===== src/rtl/bit_scan_encoder.sv =====
// Serialises the set-bit positions of a WIDTH-bit vector, one index per beat, LSB- or MSB-first.
// Latency: vector accepted at edge N shows its first beat in cycle N+1; k set bits -> k beats, zero vector -> 1 beat.
// Backpressure: with out_ready low the current beat holds stable; in_ready rises only in IDLE or on the last beat's transfer.
module bit_scan_encoder #(
   parameter int WIDTH     = 16,
   parameter bit MSB_FIRST = 1'b0,
   localparam int POS_W    = $clog2(WIDTH)
) (
   input  logic             clk,
   input  logic             reset,
   input  logic             in_valid,
   output logic             in_ready,
   input  logic [WIDTH-1:0] in_bits,
   output logic             out_valid,
   input  logic             out_ready,
   output logic [POS_W-1:0] out_pos,
   output logic             out_last,
   output logic             out_empty
);

   typedef enum logic [0:0] {
      IDLE = 1'b0,
      SCAN = 1'b1
   } state_t;

   state_t           state, state_nxt;
   logic [WIDTH-1:0] pend, pend_nxt;
   logic             zero_vec, zero_vec_nxt;

   logic [POS_W-1:0] sel_pos;
   logic [WIDTH-1:0] sel_oh;
   logic             multi_set;

   // Priority-encode pend; the loop direction makes the winning bit the last one visited.
   always_comb begin
      sel_pos = '0;
      sel_oh  = '0;
      if (MSB_FIRST) begin
         for (int i = 0; i < WIDTH; i++) begin
            if (pend[i]) begin
               sel_pos = POS_W'(i);
               sel_oh  = WIDTH'(1) << i;
            end
         end
      end else begin
         for (int i = WIDTH - 1; i >= 0; i--) begin
            if (pend[i]) begin
               sel_pos = POS_W'(i);
               sel_oh  = WIDTH'(1) << i;
            end
         end
      end
   end

   // x & (x-1) is non-zero exactly when two or more bits are set.
   assign multi_set = |(pend & (pend - WIDTH'(1)));
   assign out_pos   = sel_pos;
   assign out_last  = ~multi_set;
   assign out_empty = zero_vec & out_valid;

   // State register with synchronous reset; a reset mid-scan drops the vector in flight.
   always_ff @(posedge clk) begin
      if (reset) begin
         state    <= IDLE;
         pend     <= '0;
         zero_vec <= 1'b0;
      end else begin
         state    <= state_nxt;
         pend     <= pend_nxt;
         zero_vec <= zero_vec_nxt;
      end
   end

   // Next-state and handshake outputs; the final beat's transfer re-opens the input for a zero-gap reload.
   always_comb begin
      state_nxt    = state;
      pend_nxt     = pend;
      zero_vec_nxt = zero_vec;
      in_ready     = 1'b0;
      out_valid    = 1'b0;
      case (state)
         IDLE: begin
            in_ready = 1'b1;
            if (in_valid) begin
               pend_nxt     = in_bits;
               zero_vec_nxt = (in_bits == '0);
               state_nxt    = SCAN;
            end
         end
         SCAN: begin
            out_valid = 1'b1;
            if (out_ready) begin
               pend_nxt = pend & ~sel_oh;
               if (out_last) begin
                  in_ready     = 1'b1;
                  zero_vec_nxt = 1'b0;
                  state_nxt    = IDLE;
                  if (in_valid) begin
                     pend_nxt     = in_bits;
                     zero_vec_nxt = (in_bits == '0);
                     state_nxt    = SCAN;
                  end
               end
            end
         end
         default: begin
            state_nxt = IDLE;
         end
      endcase
      // Handshakes are forced idle for as long as reset is asserted.
      if (reset) begin
         in_ready  = 1'b0;
         out_valid = 1'b0;
      end
   end

endmodule


===== config.mk =====
export PLATFORM = sky130hd
export DESIGN_NAME = bit_scan_encoder
export DESIGN_NICKNAME = d
export VERILOG_FILES = /design/src/rtl/bit_scan_encoder.sv
export SDC_FILE = /design/constraint.sdc
export NUM_CORES = 1
export LEC_CHECK = 0
export ABC_AREA = 1
export CAP_MARGIN = 20
export CELL_PAD_IN_SITES_DETAIL_PLACEMENT = 0
export CELL_PAD_IN_SITES_GLOBAL_PLACEMENT = 1
export CORE_MARGIN = 1
export CORE_UTILIZATION = 38
export DETAILED_ROUTE_END_ITERATION = 7
export HOLD_SLACK_MARGIN = 0.05
export PLACE_DENSITY = 0.81
export SLEW_MARGIN = 20
export SYNTH_ARGS = -nofsm -noshare
export SYNTH_HDL_FRONTEND = slang
export SYNTH_SLANG_ARGS = --single-unit
export TNS_END_PERCENT = 5

===== constraint.sdc =====
create_clock -name clk -period 3.4 [get_ports clk]
set_input_delay 0.68 -clock clk [delete_from_list [all_inputs] [get_ports clk]]
set_output_delay 0.68 -clock clk [all_outputs]
set_load 0.02 [all_outputs]

==> metrics.md <==
| Metric | Value |
|---|---|
| Syn-to-layout area delta | `24.12%` |
| Via count | `1620` |
| Skew final | `0.003617 ns` |
| Fmax | `313.7 MHz` |
| Post-synth EDFFs | `0` |
| Iteration-0 DRC Markers | `95` |
| Post-synthesis cell count | `258` |
| First-pass GRT wire length | `6948 um` |
| Num CTS Buffers | `3` |
| R2r endpoint | `pend[2]` |
| Initial antenna violation count | `0` |
| IO buf count | `27` |
| Non-filler instance count after layout | `331` |
| Status | `finished, final reports clean` |
| Top-area cell type share of the netlist area | `24.20%` |
| Total Wirelength | `4058 um` |
| Critical Path AT | `2.51 ns` |
| Yosys warning total | `0` |
| Starting Density | `40.07%` |
| Crit path buf inv count | `1` |
| Hold Startpoint | `pend[10]` |
| WL/cell | `12.26 um` |
| DIE WIDTH | `64.60 um` |
| Worst-Skew Late Latency | `0.25 ns` |
| Register area share after synthesis | `24.20%` |
| IO Count | `28` |
| WP data required | `2.72 ns` |
| CTS H-tree depth | `1` |
| FF+latch area | `360.3 sq um` |
| Multi-input gate area | `928.4 sq um` |
| GRT overflow | `0` |
| Hold Crit Depth | `2` |
| Number of max-slew violations in the final report | `0` |
| Top_reg_cell synth | `dfxtp_1` |
| DIE AREA | `0.004173 sq mm` |
| FFs w/ async S/R, synth | `0%` |
| Final net count | `305` |
| Vias per Instance | `4.894` |
| CTS max path bufs | `2` |
| Die H | `64.60 um` |
| CTS Sinks | `18` |
| Final Cell Area | `0.001848 sq mm` |
| Hold endpoint | `pend[10]` |
| VDD IR max | `0.2258 mV` |
| Mapped Area | `0.001489 sq mm` |
| Setup TNS | `0 ns` |
| Reg-to-reg setup timing slack | `1.51 ns` |
| Post-place instance area | `0.001798 sq mm` |
| Worst-path clk slew | `0.07 ns` |
| R2R Path Start | `pend[0]` |
| Post-Syn Nets | `278` |
| HP Class | `reg -> reg` |
| Most common cell on crit path | `nor2_4` |
| # rows | `22` |
| Vias in the first global route | `1518` |
| Period utilization | `93.76%` |
| Unrepaired setup endpoints after global routing | `false` |
| Core area | `0.003716 sq mm` |
| Fill cells | `408` |
| Layout cells sized above 1 | `7.774%` |
| Crit path cell chain | `nor2_4, nand2_2, o21ai_1, nand3_1, nor2_4, nand3_2, nand2_8, nand2_1, nor2_1, clkdlybuf4s50_1` |
| Flops & latches, synth | `18` |
| Final setup fails | `0` |
| Overall power | `0.9206 mW` |
| Hold buffers post-CTS | `0` |
| GP Congestion | `0.8331` |
| Clock root buffer | `clkbuf_8` |
| Critical Path Max Stage Delay | `0.60 ns` |
| Final Hold Viols | `0` |
| CP max-delay cell | `clkdlybuf4s50_1` |
| # diodes | `0` |
| Static Leakage | `0.8853 nW` |
| Post-placement cell count | `328` |
| Pwr/cell area | `498.2 mW/mm^2` |
| Startpoint Class | `flip-flop` |
| Post-synth top cells | `nand2_1, nand3_1, inv_1, nor2_1, a21oi_1` |
| Detailed Place HPWL | `3228 um` |
| ANT nets after route | `0` |
| Worst R2R Path Depth | `10` |
| Initial DRT Pass Iterations | `4` |
| Unique cell type count in the Yosys netlist | `26` |
| WS Path Type | `reg -> out` |
| Largest net degree at the start of global routing | `19` |
| Yosys top cell by area | `dfxtp_1` |
| Worst slew pin tran | `0.5037 ns` |
| Max FO, Critical Path | `18` |
| # DRC | `0` |
| Rel. slew slack | `66.38%` |
| Tmin final | `3.188 ns` |
| Tot GR Track Use | `21.58%` |
| Top cells by area, synth | `dfxtp_1, nand3_1, nand2_1, inv_1, nor2_1` |
| PnR worst setup slack | `0.2120 ns` |
| CTS tree | `yes` |
| Count leader, synth | `nand2_1` |
| Max cap viols | `0` |
| Mean post-synth cell area | `5.771 sq um` |
| Worst setup EP type | `output pin` |
| Cell family with most CP delay | `simple AND/OR/NAND/NOR gates` |
| Worst slack, placed | `0.4849 ns` |
[area by class of cell]
type | instances | share of cell area (%)
Multi-Input combinational cell | 189 | 50.24
Sequential cell | 18 | 19.50
Timing Repair Buffer | 31 | 16.25
Inverter | 42 | 8.531
Tap cell | 48 | 3.250
Clock buffer | 3 | 2.234
[power breakdown]
| part | total (mW) | internal (mW) | switching, mW |
|---|---|---|---|
| combinational | 0.491 | 0.194 | 0.297 |
| clock | 0.152 | 0.0788 | 0.0731 |
| sequential | 0.278 | 0.240 | 0.0383 |
| total | 0.921 | 0.513 | 0.408 |
[worst max path at each step]
stage             from        to  slack (ns)  cells past startpoint
2_1_floorplan  pend[0]  in_ready        1.01                     10
3_3_place_gp   pend[6]  in_ready        0.46                     12
3_5_place_dp   pend[0]  in_ready        0.48                     10
4_1_cts        pend[0]  in_ready        0.17                     10
5_1_grt        pend[3]  in_ready        0.02                     10
6_report       pend[0]  in_ready        0.21                     10
[state kept, by name, summed over array words and instances, names as in the netlist]
name / cells
zero_vec: 1
pend: 16
state: 1
[worst register-to-register path, delay by kind of cell (launching register included)]
family / cells / cell delay (ns)
flops: 1 / 0.36
simple gates: 8 / 1.15
compound gates: 2 / 0.27
[cells by family (layout without fill, tap and decap cells)]
group | after synthesis | in the layout | share of synthesized area [%]
AOI/OAI and AO/OA | 29 | 29 | 10.34
DFF | 18 | 18 | 24.20
buffers and inverters | 51 | 76 | 14.03
and+or+nand+nor | 160 | 160 | 51.43
[per-stage QoR]
| stage | hold slack, ns | utilization [%] |
|---|---|---|
| 6_report | 0.4984 | 49.73 |
| 5_1_grt | 0.5328 | 49.73 |
| 4_1_cts | 0.5024 | 49.49 |
| 3_5_place_dp | 0.4906 | 48.38 |
| 3_3_place_gp | 0.4930 | 48.38 |
| 2_1_floorplan | 0.4714 | - |
[layer usage]
| metal | vias up | global-route usage [%] | part of all wire, % |
|---|---|---|---|
| met3 | 4 | 1.585 | 2.6 |
| met5 | - | 0 | 0 |
| met4 | 0 | 7.778 | 1.2 |
| met2 | 32 | 33.82 | 44 |
| met1 | 707 | 30.71 | 52 |
| li1 | 877 | - | - |
[cells in the final DEF, fill, tap and decap left out]
| cell | netlist | layout |
|---|---|---|
| nand2_8 | 0 | 1 |
| buf_4 | 0 | 4 |
| a21oi_1 | 21 | 21 |
| clkbuf_8 | 0 | 3 |
| inv_1 | 42 | 42 |
| nand3_1 | 47 | 47 |
| nor2_4 | 5 | 5 |
| nand4_4 | 1 | 1 |
| and2_1 | 1 | 1 |
| nor2_1 | 29 | 29 |
| o31ai_1 | 1 | 1 |
| nand4_1 | 4 | 4 |
| or2_2 | 1 | 1 |
| nand2_1 | 62 | 62 |
| dfxtp_1 | 18 | 18 |
| clkdlybuf4s50_1 | 0 | 27 |
| o21ai_0 | 3 | 3 |
| nor4_1 | 1 | 1 |
| a311oi_1 | 1 | 1 |
| nor3_1 | 1 | 1 |
| o21bai_1 | 1 | 1 |
| nand3_2 | 2 | 2 |
| nand2_2 | 2 | 2 |
| nor2_2 | 3 | 3 |
| o21ai_1 | 2 | 2 |
[timing repair]
action | CTS | global route
setup buffers | 0 | 0
endpoints found under the hold margin | 0 | 0
resized for setup | 0 | 1
endpoints found under the setup margin | 0 | 1
Power figures use the tool's default switching activity.
==> RTL change: new RTL, same flow settings <==
`WIDTH`: 16 -> 32.
--- a/src/rtl/bit_scan_encoder.sv
+++ b/src/rtl/bit_scan_encoder.sv
@@ -4,3 +4,3 @@
 module bit_scan_encoder #(
-   parameter int WIDTH     = 16,
+   parameter int WIDTH     = 32,
    parameter bit MSB_FIRST = 1'b0,
Ports: changed (resized in_bits and out_pos); port bits go from 28 to 45. The function was not compared with the original's and may differ.
==> RTL change against the unedited design <==
- final cell count increased by 72%
- utilization increased by 1.2 points
- critical path depth increased by 7
- fmax decreased by 1.9%
- area after synthesis increased by 81%
- global-route usage increased by 0.23 points
- worst setup slack got worse by 0.062 ns
- via count increased by 74%
- wire length increased by 87%
- final area increased by 88%
- sequential cell count increased by 16
- register-to-register slack got worse by 1.1 ns
- clock power increased by 110%
- total power increased by 54%
- largest cell class unchanged
- largest power group unchanged
==> RTL change: results (changes against the unedited design) <==
[global_route]
track_usage = 0.218  ; was 0.216
grt_max_degree = 52  ; was 19
first_global_vias = 2732  ; was 1,518
grt_pass1_wl_um = 12800  ; was 6950 um

[cts]
cts_max_level = 2  ; was 1
cts_buffers = 5  ; was 3
postCtsSetupBuffers = 0  ; unchanged
clk_latency_ns = 0.28  ; was 0.25 ns

[worst_setup_path]
cp_slowest_stage_delay_ns = 0.33  ; was 0.60 ns
arrival_ns = 2.57  ; was 2.51 ns
cpMaxStageDelayCell = dfxtp_1  ; was clkdlybuf4s50_1
worst-path-max-fanout = 4  ; was 18
rrSetupSlack_ns = 0.42  ; was 1.51 ns

[power_and_ir_drop]
p_sw_frac = 0.397  ; was 0.443
peakVddDrop_uv = 186  ; was 226 uV
power_leakage_uw = 0.00145  ; was 0.000885 uW
p_seq_frac = 0.330  ; was 0.302

[route]
drtIter0Drc = 83  ; was 95
vias_per_cell = 4.94  ; was 4.89
routedWlPerCell_um = 13.3  ; was 12.3 um

[placed_design]
gp_congestion = 0.892  ; was 0.833
place_ws_ns = -0.0902  ; was 0.485 ns
dp_hpwl_um = 5690  ; was 3230 um
dp.cells = 561  ; was 328
io_buffer_count = 44  ; was 27

[yosys]
synth_top_cells_by_count = nand2_1 (99), nor2_1 (52), inv_1 (48)  ; was nand2_1 (62), nand3_1 (47), inv_1 (42)
synthArstFlopShare = 0  ; unchanged
syn_nets = 448  ; was 278
syn_inst = 412  ; was 258
ys_warn_count = 0  ; unchanged
ys.flop_type = dfxtp_1  ; unchanged
yosysUniqueCellTypes = 40  ; was 26
seq_area_frac_synth = 0.252  ; was 0.242
ys_top_cells_by_area = dfxtp_1 (25%), nand2_1 (14%), o211ai_2 (8.3%)  ; was dfxtp_1 (24%), nand3_1 (16%), nand2_1 (16%)

[run_status]
status = complete, no violations  ; unchanged

[final_layout]
drive_above_1_share = 0.258  ; was 0.0777
fin_nets = 508  ; was 305
layout.cells.non_filler = 569  ; was 331
reg_top3 = pend (32), state (1), zero_vec (1)  ; was pend (16), state (1), zero_vec (1)
fillers = 722  ; was 408

[sta]
slew_headroom = 0.563  ; was 0.664
whs_ns = 0.488  ; was 0.498 ns
finClkSkew_ns = 0.00341  ; was 0.00362 ns
clock.fmax_mhz = 308  ; was 314 MHz

RTL change: changes by cell type in the layout (fill, tap and decap cells not counted), sizes merged, moves of 8 or more:
cell | unedited run | this run
dfxtp | 18 | 34
nor4 | 1 | 9
o21ai | 5 | 19
nand2 | 65 | 114
o211ai | 0 | 25
clkdlybuf4s50 | 27 | 40
nand3 | 49 | 7
buf | 4 | 28
a21oi | 21 | 45
inv | 42 | 58
nor2 | 37 | 60
RTL change: power by group through the flow:
stage | Clock, uW | Combinational, uW | Sequential (uW)
final | 318 | 632 | 468
after global routing | 343 | 708 | 473
after CTS | 331 | 619 | 466
after detailed placement | 0 | 620 | 476
after global placement | 0 | 618 | 475
after floorplan | 0 | 413 | 472
RTL change: metal layers:
| layer | routed length (um) | track usage | vias up |
|---|---|---|---|
| li1 | - | - | 1472 |
| met1 | 3780 | 0.299 | 1295 |
| met2 | 3540 | 0.365 | 41 |
| met3 | 197 | 0.0324 | 4 |
| met4 | 53 | 0.0424 | 0 |
| met5 | 0 | 0 | - |
RTL change: timing repair:
item,in CTS,in global routing
endpoints found under the setup margin,3,4
pin swaps,0,2
gates resized for setup,8,19
RTL change: metrics by stage:
step	power, uW	util	cell area (um2)
after global routing	1520	0.509	3480
after CTS	1420	0.504	3450
final	1420	0.509	3480
after floorplan	886	-	2700
after detailed placement	1100	0.491	3350
after global placement	1090	0.491	3350
RTL change: area by class of cell:
class | count | area, um2 | share of cell area
timing repair buffer | 69 | 621 | 0.178
inverter | 59 | 224 | 0.0644
clock inverter | 1 | 5.00 | 0.00144
tap | 96 | 120 | 0.0345
clock buffer | 7 | 86.3 | 0.0248
multi-input combinational | 303 | 1740 | 0.501
sequential | 34 | 682 | 0.196
RTL change: worst paths after layout:
check / from / end / cells after the start
setup / recovery: pend[1] / in_ready / 17
hold / removal: pend[3] / pend[3] / 2
setup reg to reg: pend[1] / pend[18] / 22
hold reg to reg: pend[3] / pend[3] / 2
RTL change: kinds of logic (layout without fill, tap and decap cells):
logic type | count (synthesis) | after routing | share of synthesized area
buf+inv | 75 | 136 | 0.120
compound gates | 98 | 98 | 0.279
flops | 34 | 34 | 0.252
simple gates | 205 | 205 | 0.349
RTL change: tightest hold or removal path: stages (launching register included):
cell and delay, ns:
dfxtp_1 0.33, nand2_1 0.06, a21oi_1 0.05
